**src/rtl/decoder_nx2n_seq_pkg.sv**
```systemverilog
// Shared constants and helpers for the registered N-to-2^N decoder.
package decoder_pkg;

  // Controller states
  localparam logic [1:0] ST_IDLE  = 2'd0;
  localparam logic [1:0] ST_HOLD  = 2'd1;
  localparam logic [1:0] ST_PULSE = 2'd2;
  localparam logic [1:0] ST_SCAN  = 2'd3;

  // Operating modes; 2'b11 is reserved and behaves as level
  localparam logic [1:0] MODE_LEVEL = 2'b00;
  localparam logic [1:0] MODE_PULSE = 2'b01;
  localparam logic [1:0] MODE_SCAN  = 2'b10;

  // Bit 'pos' of the one-hot code for index 'idx'
  function automatic logic onehot_bit(input int unsigned idx, input int unsigned pos);
    return idx == pos;
  endfunction

endpackage

```
**src/rtl/decoder_nx2n_seq_onehot_dec.sv**
```systemverilog
// Combinational N -> 2^N one-hot decoder with selectable output polarity.
module onehot_dec
  import decoder_pkg::*;
#(
  parameter int unsigned N          = 2,
  parameter bit          ACTIVE_LOW = 1'b1
) (
  input  logic [N-1:0]        addr,
  output logic [0:(2**N)-1]   dec_c
);

  localparam int unsigned W = 2 ** N;

  // dec_c[i] is active when addr == i; polarity flipped for active-low
  always_comb begin
    dec_c = '0;
    for (int unsigned i = 0; i < W; i++) begin
      dec_c[i] = onehot_bit(32'(addr), i) ^ ACTIVE_LOW;
    end
  end

endmodule

```
**src/rtl/decoder_nx2n_seq.sv**
```systemverilog
// Registered N-to-2^N decoder with valid/ready input and level, pulse and scan modes.
module decoder_nx2n_seq
  import decoder_pkg::*;
#(
  parameter int unsigned N          = 2,
  parameter bit          ACTIVE_LOW = 1'b1,
  parameter int unsigned PULSE_LEN  = 1
) (
  input  logic                clk,
  input  logic                rst,
  input  logic                en,
  input  logic [1:0]          mode,
  input  logic                in_valid,
  output logic                in_ready,
  input  logic [N-1:0]        addr,
  output logic [0:(2**N)-1]   y,
  output logic                y_valid,
  output logic                busy,
  output logic                scan_wrap
);

  localparam int unsigned W  = 2 ** N;
  localparam int unsigned PW = $clog2(PULSE_LEN + 1);
  localparam logic [0:W-1] Y_IDLE = {W{ACTIVE_LOW}};

  logic [1:0]    state, state_nx;
  logic [N-1:0]  scan_cnt, scan_nx;
  logic [PW-1:0] pulse_cnt, pulse_nx;
  logic [0:W-1]  y_nx;
  logic          y_valid_nx, busy_nx, wrap_nx;
  logic [N-1:0]  dec_sel;
  logic [0:W-1]  dec_c;
  logic          accept;

  // Ready only in a settled state, outside scan requests and reset
  always_comb begin
    in_ready = ~rst & en & ((state == ST_IDLE) | (state == ST_HOLD)) & (mode != MODE_SCAN);
    accept   = in_valid & in_ready;
  end

  // Decoder source: next scan index while scanning, index 0 on scan entry, else addr
  always_comb begin
    dec_sel = addr;
    if (state == ST_SCAN) begin
      dec_sel = scan_cnt + N'(1);
    end else if (mode == MODE_SCAN) begin
      dec_sel = '0;
    end
  end

  onehot_dec #(
    .N          (N),
    .ACTIVE_LOW (ACTIVE_LOW)
  ) u_dec (
    .addr  (dec_sel),
    .dec_c (dec_c)
  );

  // Next-state and next-output logic
  always_comb begin
    state_nx = state;
    y_nx     = y;
    scan_nx  = scan_cnt;
    pulse_nx = pulse_cnt;
    wrap_nx  = 1'b0;

    if (!en) begin
      state_nx = ST_IDLE;
      y_nx     = Y_IDLE;
      scan_nx  = '0;
      pulse_nx = '0;
    end else begin
      case (state)
        ST_IDLE, ST_HOLD: begin
          if (mode == MODE_SCAN) begin
            state_nx = ST_SCAN;
            scan_nx  = '0;
            y_nx     = dec_c;
          end else if (accept) begin
            y_nx = dec_c;
            case (mode)
              MODE_LEVEL: state_nx = ST_HOLD;
              MODE_PULSE: begin
                state_nx = ST_PULSE;
                pulse_nx = PW'(1);
              end
              default:    state_nx = ST_HOLD;
            endcase
          end
        end
        ST_PULSE: begin
          if (pulse_cnt >= PW'(PULSE_LEN)) begin
            state_nx = ST_IDLE;
            y_nx     = Y_IDLE;
            pulse_nx = '0;
          end else begin
            pulse_nx = pulse_cnt + PW'(1);
          end
        end
        ST_SCAN: begin
          if (mode != MODE_SCAN) begin
            state_nx = ST_IDLE;
            y_nx     = Y_IDLE;
            scan_nx  = '0;
          end else begin
            scan_nx = scan_cnt + N'(1);
            y_nx    = dec_c;
            wrap_nx = (scan_nx == '1);
          end
        end
        default: begin
          state_nx = ST_IDLE;
          y_nx     = Y_IDLE;
          scan_nx  = '0;
          pulse_nx = '0;
        end
      endcase
    end

    y_valid_nx = (state_nx != ST_IDLE);
    busy_nx    = (state_nx == ST_PULSE) | (state_nx == ST_SCAN);
  end

  // State, counters and registered outputs
  always_ff @(posedge clk) begin
    if (rst) begin
      state     <= ST_IDLE;
      y         <= Y_IDLE;
      y_valid   <= 1'b0;
      busy      <= 1'b0;
      scan_wrap <= 1'b0;
      scan_cnt  <= '0;
      pulse_cnt <= '0;
    end else begin
      state     <= state_nx;
      y         <= y_nx;
      y_valid   <= y_valid_nx;
      busy      <= busy_nx;
      scan_wrap <= wrap_nx;
      scan_cnt  <= scan_nx;
      pulse_cnt <= pulse_nx;
    end
  end

endmodule

```
**config.mk**
```make
export PLATFORM = sky130hd
export DESIGN_NAME = decoder_nx2n_seq
export DESIGN_NICKNAME = d
export VERILOG_FILES = /design/src/rtl/decoder_nx2n_seq_pkg.sv /design/src/rtl/decoder_nx2n_seq_onehot_dec.sv /design/src/rtl/decoder_nx2n_seq.sv
export SDC_FILE = /design/constraint.sdc
export NUM_CORES = 1
export LEC_CHECK = 0
export ABC_AREA = 1
export CAP_MARGIN = 10
export CORE_MARGIN = 5
export CORE_UTILIZATION = 40
export CTS_CLUSTER_DIAMETER = 60
export CTS_CLUSTER_SIZE = 16
export DETAILED_ROUTE_END_ITERATION = 12
export GPL_ROUTABILITY_DRIVEN = 1
export PLACE_DENSITY = 0.69
export SYNTH_ARGS = -nofsm -noshare
export SYNTH_HDL_FRONTEND = slang
export SYNTH_SLANG_ARGS = --single-unit
```
**constraint.sdc**
```tcl
create_clock -name clk -period 1.8 [get_ports clk]
set_input_delay 0.54 -clock clk [delete_from_list [all_inputs] [get_ports clk]]
set_output_delay 0.54 -clock clk [all_outputs]
set_load 0.05 [all_outputs]
```
---- After elaboration in Yosys (flattened, before gate mapping) ----
Cells that the tools add are included.
Widths: inputs -> output; s select.
storage, ports and cells
  bits in registers ....................... 12
  input bits .............................. 8
  output and inout bits ................... 8
  logic and storage cells ................. 74
cells by class
  $add $sub $neg .......................... 2
  $lt $le $gt $ge ......................... 1
  eq/ne operators ......................... 18
  muxes and demuxes ....................... 22
  bitwise gates (word level) .............. 13
  reductions and logical operators ........ 11
operators by type and width
  cell                 number
  $mux 2               10
  $eq 2x2->1 const B   8
  $mux 4               4
  $pmux 4 s3           1
  $ne 2x2->1 const B   5
  $not 1->1            7
  $eq 2x1->1 const B   3
  $pmux 2 s3           1
  $reduce_bool 2->1    3
  $and 1x1->1          4
  $logic_not 2->1      2
  $mux 1               4
  $pmux 2 s2           1
  $reduce_and 2->1     2
  $reduce_and 4->1     1
  $reduce_or 2->1      2
  $reduce_or 4->1      1
  $ne 3x3->1 const B   1
  $add 2x1->2 const B  1
  $ne 2x1->1 const B   1
  $or 1x1->1           2
  $pmux 1 s2           1
  $add 1x1->1 const B  1
  $ge 1x1->1 const B   1

---- Depth between registers and ports, before layout ----
  depth in word-level cells ............... 11
  depth in mapped cells ................... 9
  mapped depth without buffers ............ 9

---- Hierarchy ----
Synthesis repeated with hierarchy kept, for this count alone.
unflattened totals
  cells, all modules ...................... 90
  area, all modules ....................... 626.9 um2
modules (own cells, without submodules)
  module            instances  cells each  area an instance (um2)
  decoder_nx2n_seq  1          84          604.3
  onehot_dec        1          6           22.5

---- Worst setup path before layout ----
No wires, ideal clock.
  path type ............................... input -> output
  start point ............................. in mode[0]
  end point ............................... out in_ready
  data arrival time ....................... 1.440 ns
  required time ........................... 1.260 ns
  path slack .............................. -0.180 ns
  cell stages on the path ................. 4
  path buffers ............................ 0
  path through ............................ inv_1 > nand2_1 > nand2_1 > nor2_1
on the way
  word-level cells in the longest chain between the ends .. 2
ends and longest elaborated chain
  element          line                    RTL
  start, declared  decoder_nx2n_seq.sv:12  input logic [1:0] mode,
  $ne 2x2->1       decoder_nx2n_seq.sv:37  in_ready = ~rst & en & ((state == ST_IDLE) | (state == ST_HOLD)) & (mode != MODE_SCAN);
  $and 1x1->1      decoder_nx2n_seq.sv:37
  end, declared    decoder_nx2n_seq.sv:14  output logic in_ready,
Every way passes these cells.

---- Worst setup path in the final report ----
  start point ............................. in rst
  end point ............................... out in_ready
on the way
  word-level cells in the longest chain between the ends .. 4
ends and longest elaborated chain
  element                   line                    RTL
  start, declared           decoder_nx2n_seq.sv:10  input logic rst,
  $not 1->1                 decoder_nx2n_seq.sv:37
  $and 1x1->1 (3 in a row)  decoder_nx2n_seq.sv:37
Every way passes these cells.

==> reports/metrics.cfg <==
[run_status]
status=complete, no violations

[power_and_ir_drop]
combPwrFrac_pct=24.3
power.switching_uw=181.7
seqPwrFrac_pct=47.6
cellPowerDensity_nw_per_um2=717.1
intPower_uw=410.5
ir_worst_vdd_mv=0.4416
p_leak_nw=0.4017
total_power_uw=592.1
clockPowerShare_pct=28.1
swShare_pct=30.68

[synthesis]
synth_top_family_by_area=simple AND/OR/NAND/NOR gates
syn_nets=92
netlist_area_sq_um=576.8
synth_most_common_cell=nand2_1
yosys.area_share.adder_pct=2.169
synth_top_area_share_pct=41.65
synthArstFlopShare_pct=0
synth-simple-area-share_pct=33.19
synthTopCellsByArea=dfxtp_1 42%, nand2_1 12%, nand3_1 7.8%, inv_1 6.5%, a21oi_1 6.1%
yosysTopAreaCell=dfxtp_1
avgSynthCellArea_sq_um=6.949
synth_cell_type_count=17
synth_mux_area_share_pct=0
ys_warn_count=0
synth_compound_area_share_pct=14.53
synth_xor_area_share_pct=0
ys_ff_latch=12
syn_inst=83
synth_common_cells=19 x nand2_1, 12 x dfxtp_1, 10 x inv_1
synth_edf_count=0
synth_ff_type=dfxtp_1
ys_seq_area_share_pct=41.65

[finish]
layout-drive-gt1-share_pct=27.52
area_growth_pct=43.17
fin_nets=120
finish.utilization_pct=61.91
fill_cells=125
stdcell_area_sq_um=825.8
antenna_cells=0

[clock_tree]
root_buffer=clkbuf_4
clk_pin_slew_ns=0.07
clockBufferDepth=2
clock-sinks=12
cts_made_buffers=3
cts_tree=built
cts.htree.levels=1
clkLatencyLatePin_ns=0.28

[timing]
hold_viol=0
max_freq_mhz=575.7
setup_viol=0
rsz0062_at_grt=no
slew_violations=0
finalCriticalPeriod_ns=1.737
fin_ws_ns=0.06292
hold_slack_ns=0.4669
max_slew_margin_pct=82.82
fin_crit_sh_pct=96.50
tightest_slew_ns=0.2565
clock_skew_ns=0.005592

[global_route]
antenna_found_initial=0
track_usage_pct=13.48
grt_max_degree=10
grt_pass1_wl_um=2132
grt_pass1_vias=535
globalRouteOverflowTotal=0

[worst_setup_path]
endpoint_kind=primary output
critPathLaunchType=primary input
cp_slowest_stage_delay_ns=0.24
crit_type=primary input to primary output
r2r_slack_ns=0.55
critical_path_required_ns=1.26
crit_buf_inv=3
arrival_ns=1.20
crit_chain=dlygate4sd2_1 -> inv_1 -> nand2_2 -> nor2_4 -> buf_12
timing.rr.start=scan_cnt[0]
r2r_cells=8
slowest_stage=dlygate4sd2_1
r2r-end=y[3]
critPathTopFamily=buffers and inverters
critPathMaxFanout=2

[floorplanning]
rows=13
die_h_um=47.98
die-area_sq_um=2302
core_region_area_sq_um=1334
top_level_ports=16
dieWidth_um=47.98
start_util_pct=43.25

[worst_hold_path]
whs_path_depth=2
min_from=y[1]
hp-class=register to register
hold_end=y[1]

[routing]
met1Wirelength_um=573
drcViolationCount=0
wl_per_cell_um=10.36
dr_wl_met2_um=614
highest_layer=met4
finalWirelength_um=1285
vias=595
ant_nets=0
dr.pass1.iters=4
wl_met3_um=72
drtIter0Drc=13
routed_via_density=4.798

[place]
dp_hpwl_um=1033
io_buffers=15
pre_cts_ws_ns=-0.2075
dpl-instance-area_sq_um=793.3
routabilityCongestion=0.8681

[job]
drv_cap=0

metrics by stage:
stage	setup TNS (ns)	instances
after floorplan	0	83
after global placement	-0.4432	120
after detailed placement	-0.4847	120
after CTS	0	124
after global routing	0	124
final	0	124
sequential cells by signal (all words and copies together), names as in the netlist:
name / cells
y: 4
scan_wrap: 1
state: 2
y_valid: 1
scan_cnt: 2
pulse_cnt: 1
busy: 1
what timing repair did:
action                                  in CTS  in global routing
hold buffers                                 0                  0
pin swaps                                    4                  1
gates resized for setup                      5                  1
endpoints found under the setup margin       1                  1
setup buffers                                1                  0
routing by layer:
layer	GRT usage, %	up-vias
li1	-	327
met1	18.04	251
met2	19.26	14
met3	3.383	3
met4	8.065	0
met5	0	-
worst max-delay path by stage:
stage	startpoint	cells past startpoint	slack (ns)	end
after floorplan	mode[0]	4	0.04	in_ready
after global placement	mode[0]	6	-0.19	in_ready
after detailed placement	mode[0]	6	-0.21	in_ready
after CTS	mode[1]	5	0.03	in_ready
after global routing	mode[0]	6	0.03	in_ready
final	rst	5	0.06	in_ready
logic make-up (layout without fill, tap and decap cells):
logic type / count (synthesis) / in the layout
AND/OR/NAND/NOR: 42 / 42
AO/OA/AOI/OAI: 15 / 15
buffers and inverters: 13 / 39
flip-flops: 12 / 12
adder cells (fa/ha/maj): 1 / 1
area by class of cell:
| class | count | area [sq um] | area share (%) |
|---|---|---|---|
| inverters | 13 | 48.80 | 5.909 |
| clock buffers | 3 | 22.52 | 2.727 |
| flip-flops and latches | 12 | 240.2 | 29.09 |
| repair buffers | 23 | 197.7 | 23.94 |
| well taps | 15 | 18.77 | 2.273 |
| multi-input cells | 58 | 297.8 | 36.06 |
worst reg2reg max path: cells and delay by family, from the launching register on:
kind | cells | cell delay (ns)
buffers and inverters | 2 | 0.13
and+or+nand+nor | 4 | 0.27
AOI/OAI and AO/OA | 1 | 0.12
adders and majority gates | 1 | 0.29
DFF | 1 | 0.33
power by group through the flow:
stage / logic [mW] / clock network (mW) / registers (mW)
2_1_floorplan: 0.0595 / 0 / 0.314
3_3_place_gp: 0.142 / 0 / 0.288
3_5_place_dp: 0.143 / 0 / 0.288
4_1_cts: 0.144 / 0.170 / 0.282
5_1_grt: 0.158 / 0.181 / 0.283
6_report: 0.144 / 0.167 / 0.282
cells in the final DEF, fill, tap and decap left out, drive strengths merged:
cell            n
buf            16
a21oi           7
nand4           1
clkdlybuf4s50   3
nand2          23
dfxtp          12
nand3           9
a31oi           2
inv            13
nor2            8
ha              1
o211ai          1
clkbuf          3
dlygate4sd2     4
and3            1
o21ai           5
No activity file was read; power rests on OpenSTA's default activity.
==> edit 1: new RTL, same flow settings <==
`ACTIVE_LOW` is set to 1'b1 in 2 places; all go to 1'b0.
--- a/src/rtl/decoder_nx2n_seq_onehot_dec.sv
+++ b/src/rtl/decoder_nx2n_seq_onehot_dec.sv
@@ -4,5 +4,5 @@
 #(
   parameter int unsigned N          = 2,
-  parameter bit          ACTIVE_LOW = 1'b1
+  parameter bit          ACTIVE_LOW = 1'b0
 ) (
   input  logic [N-1:0]        addr,
--- a/src/rtl/decoder_nx2n_seq.sv
+++ b/src/rtl/decoder_nx2n_seq.sv
@@ -4,5 +4,5 @@
 #(
   parameter int unsigned N          = 2,
-  parameter bit          ACTIVE_LOW = 1'b1,
+  parameter bit          ACTIVE_LOW = 1'b0,
   parameter int unsigned PULSE_LEN  = 1
 ) (
Formal check against the unedited RTL: not equivalent (Yosys sat finds a counterexample within 4 cycles, from zero or initial values and one cycle with rst high).
==> edit 1 against the original RTL <==
Register-to-register slack got worse by 0.37 ns. Hold slack improved by 0.0065 ns. Global-route usage decreased by 0.88 points. Total power increased by 13%. Area after synthesis grew 12%. Cell area is 14% higher. Worst setup slack lost 0.010 ns. Sequential cell count unchanged. Routed wire length up 9.6%. Critical path type unchanged. Largest cell class unchanged.
==> edit 1: results (changes against the original RTL) <==
[finish]
n_antenna_cell = 0  ; unchanged
num-nets-final = 132  ; +10%
drive_gt1_share_pct = 38.5  ; +11 points
fill_cells = 146  ; +17%
reg_top3 = y: 4 flops, scan_cnt: 2 flops, state: 2 flops

[global_routing]
grt_pass1_wl_mm = 2.55  ; +19%
grt.total_usage_pct = 12.6  ; -0.88 points
grt_pass1_vias = 617  ; +15%
grt_max_degree = 9  ; -1
use_met3_pct = 3.55  ; +0.17 points
grt_util_met2_pct = 19.2  ; about the same
met1_usage_pct = 16.0  ; -2.1 points

[drt]
wl_mm = 1.41  ; +9.6%
drtIter0Drc = 7  ; -6
vias_per_cell = 4.70  ; -2.0%

[placed_design]
dpl.hpwl_mm = 1.08  ; +5.0%
io_buffers = 15  ; unchanged
gp_congestion = 0.862  ; -0.75%
dp_slack_ns = -0.262  ; -0.0543 ns

[power]
power.leakage_nw = 0.484  ; +21%
peakVddDrop_v = 0.000457  ; +3.5%

[synthesis]
synth_common_cells = nand2_1 (26), dfxtp_1 (12), inv_1 (9), nor2_1 (9), nand2_2 (5)
async_reset_ff_share_pct = 0  ; unchanged
ys.flop_type = dfxtp_1
ys_seq_area_share_pct = 37.1  ; -4.5 points
synth.distinct_cells = 20  ; +3
synth.area.top_cells = dfxtp_1 (37%), nand2_1 (15%), inv_1 (5.2%)
syn_nets = 99  ; +7.6%
synth-warning-count = 0  ; unchanged

[clock_tree]
cts.clk_slew.worst_paths_ns = 0.08
clock_latency_ns = 0.28  ; about the same
cts_root_buf = clkbuf_4
htreeDepth = 1  ; unchanged

[run_status]
status = finished clean

[setup_path]
crit_fanout = 2  ; unchanged
arrival_ns = 1.21
slowest_delay_ns = 0.20  ; -0.04 ns
crit_family = buffers and inverters

[sta]
slew_headroom_pct = 82.2  ; -0.57 points
finalClockSkew_ns = 0.00166  ; -0.00393 ns

[job]
drv_cap = 0  ; unchanged

-- edit 1: cell count changes in the layout (fill, tap and decap cells not counted), moves of 3 or more --
cell	unedited run	this run
buf_4	15	20
a21oi_1	7	4
nand3_1	9	2
nand2_1	18	25
nand3_2	0	3
o21ai_1	4	1
nor2_1	6	9
-- edit 1: logic make-up (layout without fill, tap and decap cells) --
logic type	count (synthesis)	after routing	synth area share [%]
AND/OR/NAND/NOR	53	53	43.7
AO/OA/AOI/OAI	10	10	8.70
adder cells (fa/ha/maj)	1	1	1.93
buffers and inverters	14	46	8.51
flip-flops	12	12	37.1
-- edit 1: final cells by class --
type / count / area share, %
clock buffers: 4 / 3.85
inverters: 14 / 5.84
flip-flops and latches: 12 / 25.5
well taps: 16 / 2.12
repair buffers: 28 / 24.6
multi-input cells: 64 / 38.1
-- edit 1: metrics by stage --
stage	setup TNS (ns)	util, %	cell area (um2)	total power [mW]	std cells
6_report	0	61.8	942	0.669	138
4_1_cts	0	61.6	938	0.671	138
5_1_grt	0	61.8	942	0.705	138
3_3_place_gp	-0.605	56.1	855	0.442	127
2_1_floorplan	0	-	647	0.385	90
3_5_place_dp	-0.703	56.1	855	0.443	127
-- edit 1: worst reg2reg max path, stage by stage (launching register included) --
cell and delay (ns):
dfxtp_1 0.45, inv_2 0.07, nand2_4 0.09, nor2_4 0.04, buf_4 0.12, buf_4 0.12, buf_4 0.12, buf_4 0.12
buf_4 0.12, nand3_2 0.07, nand2_1 0.07, nand3_2 0.09, nand2_1 0.05
-- edit 1: timing repair --
action | in CTS | in global routing
endpoints found under the setup margin | 1 | 3
pin swaps | 3 | 3
gates resized for setup | 4 | 4
setup buffers | 7 | 0
-- edit 1: path summary, 6_finish.rpt --
kind	startpoint	endpoint	slack, ns	cells after the start
hold / removal	scan_cnt[0]	scan_cnt[0]	0.47	1
setup reg to reg	state[1]	y_valid	0.18	12
setup / recovery	en	in_ready	0.05	6
hold reg to reg	scan_cnt[0]	scan_cnt[0]	0.47	1
-- edit 1: layer usage --
metal	routed length (um)	vias up
met3	85	2
met4	22	0
met2	671	16
met5	0	-
li1	-	342
met1	629	289
-- edit 1: report_power, final --
part	internal, mW	switching [mW]	total (mW)	leakage [nW]
logic	0.0704	0.0975	0.168	0.366
registers	0.275	0.00581	0.281	0.0976
clock network	0.123	0.0969	0.220	0.0210
total	0.469	0.200	0.669	0.484
==> edit 2: new RTL, same settings <==
Made on the original files. Reset style: asynchronous (`rst`), changed in one clocked block.
--- a/src/rtl/decoder_nx2n_seq.sv
+++ b/src/rtl/decoder_nx2n_seq.sv
@@ -123,5 +123,5 @@
 
   // State, counters and registered outputs
-  always_ff @(posedge clk) begin
+  always_ff @(posedge clk or posedge rst) begin
     if (rst) begin
       state     <= ST_IDLE;
Formal check against the unedited RTL: differs if rst is asserted again (counterexample within 4 cycles, from zero or initial values and one cycle with rst high); with rst held inactive, the same outputs for 10 cycles.
==> edit 2 against the original RTL <==
Routed wire length up 16%. Sequential cell count unchanged. Global-route usage down 0.59 points. Cell area up 21%. Worst setup slack worse by 0.012 ns. Count of clock-buffer cells in the layout up 1. Clock skew down 0.0024 ns. Area after synthesis up 16%. Critical path type unchanged. Critical endpoint unchanged.
Power is not compared: it rests on default switching activity, and its combinational part moved more than twofold at a synthesized area within 25%.
==> edit 2: results (changes against the original RTL) <==
[placed_design]
gp_congestion = 0.740  ; -15%
io_buffers = 15  ; unchanged
dp_cells = 125  ; +4.2%
dpl.hpwl_mm = 1.26  ; +22%

[synthesis]
async_reset_ff_share_pct = 100  ; +100 points
syn_nets = 94  ; +2.2%
synth_common_cells = nand2_1 (23), inv_1 (14), dfrtp_1 (8)
syn-instance-count = 85  ; +2.4%
synth.distinct_cells = 23  ; +6
ys_seq_area_share_pct = 45.4  ; +3.8 points
synth-warning-count = 0  ; unchanged
synth.area.top_cells = dfrtp_1 (30%), dfstp_2 (16%), nand2_1 (13%)

[setup_path]
critical_path.slowest_cell = clkdlybuf4s15_1
arrival_ns = 1.21
crit_fanout = 2  ; unchanged
slowest_delay_ns = 0.19  ; -0.05 ns

[drt]
drt_first_pass_iters = 5  ; +1
vias_per_cell = 4.78  ; -0.48%
drtIter0Drc = 10  ; -3
route.detailed.wl_per_inst_um = 11.6  ; +12%
vias = 616  ; +3.5%

[finish]
drive_gt1_share_pct = 38.1  ; +11 points
num-nets-final = 123  ; +2.5%
n_antenna_cell = 0  ; unchanged
fill_cells = 140  ; +12%
reg_top3 = y: 4 flops, scan_cnt: 2 flops, state: 2 flops

[global_routing]
antenna_found_initial = 0  ; unchanged
grt_pass1_wl_mm = 2.56  ; +20%
grt_max_degree = 8  ; -2
grt.total_usage_pct = 12.9  ; -0.59 points
grt_pass1_vias = 587  ; +9.7%

[clock_tree]
cts_setup_buffers = 0  ; -1
htreeDepth = 1  ; unchanged
clockBufferDepth = 2  ; unchanged
cts_buffers = 3  ; unchanged
cts_root_buf = clkbuf_4
clock_latency_ns = 0.27
cts.clk_slew.worst_paths_ns = 0.07  ; about the same

[power]
power.leakage_nw = 0.531
peakVddDrop_v = 0.000578

[sta]
tightest_slew_ns = 0.237  ; -0.0192 ns
finalClockSkew_ns = 0.00318  ; -0.00242 ns

[run_status]
status = finished clean

[worst_hold_path]
hold_path_class = flop to flop

-- edit 2: changes by cell type after synthesis, sizes merged, moves of 3 or more --
cell	before	now
a21oi	7	3
dfrtp	0	8
dfstp	0	4
dfxtp	12	0
inv	13	19
nand2	23	28
nor2	8	5
-- edit 2: kinds of logic (layout without fill, tap and decap cells) --
kind of cell	Yosys count	count (layout)	synth area share (%)
simple gates	44	44	31.7
buf+inv	19	47	11.0
compound gates	9	9	10.1
flops	12	12	45.4
fa+ha+maj	1	1	1.86
-- edit 2: power by group --
part           internal (mW)  switching, mW
Sequential             0.307         0.0245
Clock                  0.123         0.0841
Combinational          0.125          0.169
-- edit 2: path summary, 6_finish.rpt --
path	slack, ns	end	from	depth (start not counted)
setup / recovery	0.05	in_ready	mode[1]	5
min in group asynchronous	0.61	scan_cnt[1]	rst	4
max in group asynchronous	0.89	y[2]	rst	5
hold / removal	0.49	y[1]	y[1]	2
setup reg to reg	0.48	y[0]	scan_cnt[0]	8
hold reg to reg	0.49	y[1]	y[1]	2
-- edit 2: timing repair --
item	4_1_cts	5_1_grt
pin swaps	2	0
resized for setup	6	2
endpoints found under the setup margin	1	1
-- edit 2: critical path, delay by kind of cell --
family,cells,cell delay [ns]
buf+inv,3,0.40
simple gates,2,0.27
-- edit 2: layer usage --
layer	wire [um]	share of wire [%]	GRT usage, %	up-vias
li1	-	-	-	322
met1	589	39	14.6	276
met3	112	7.5	6.10	2
met2	780	52	22.1	16
met4	10	0.67	2.55	0
met5	0	0	0	-
-- edit 2: layout make-up --
type	count	area (um2)	share of cell area, %
clock buffers	4	36.3	3.64
inverters	19	73.8	7.40
multi-input cells	54	309	31.0
flip-flops and latches	12	305	30.6
well taps	16	20.0	2.01
repair buffers	24	253	25.3
-- edit 2: stage by stage --
stage          setup WS, ns  area, um2  hold WS [ns]  util, %
6_report             0.0508        997         0.491     64.7
5_1_grt             -0.0114        997         0.500     64.7
4_1_cts              0.0108        997         0.493     64.7
3_5_place_dp         -0.234        963         0.482     62.5
3_3_place_gp         -0.207        963         0.477     62.5
2_1_floorplan         0.110        683         0.418        -
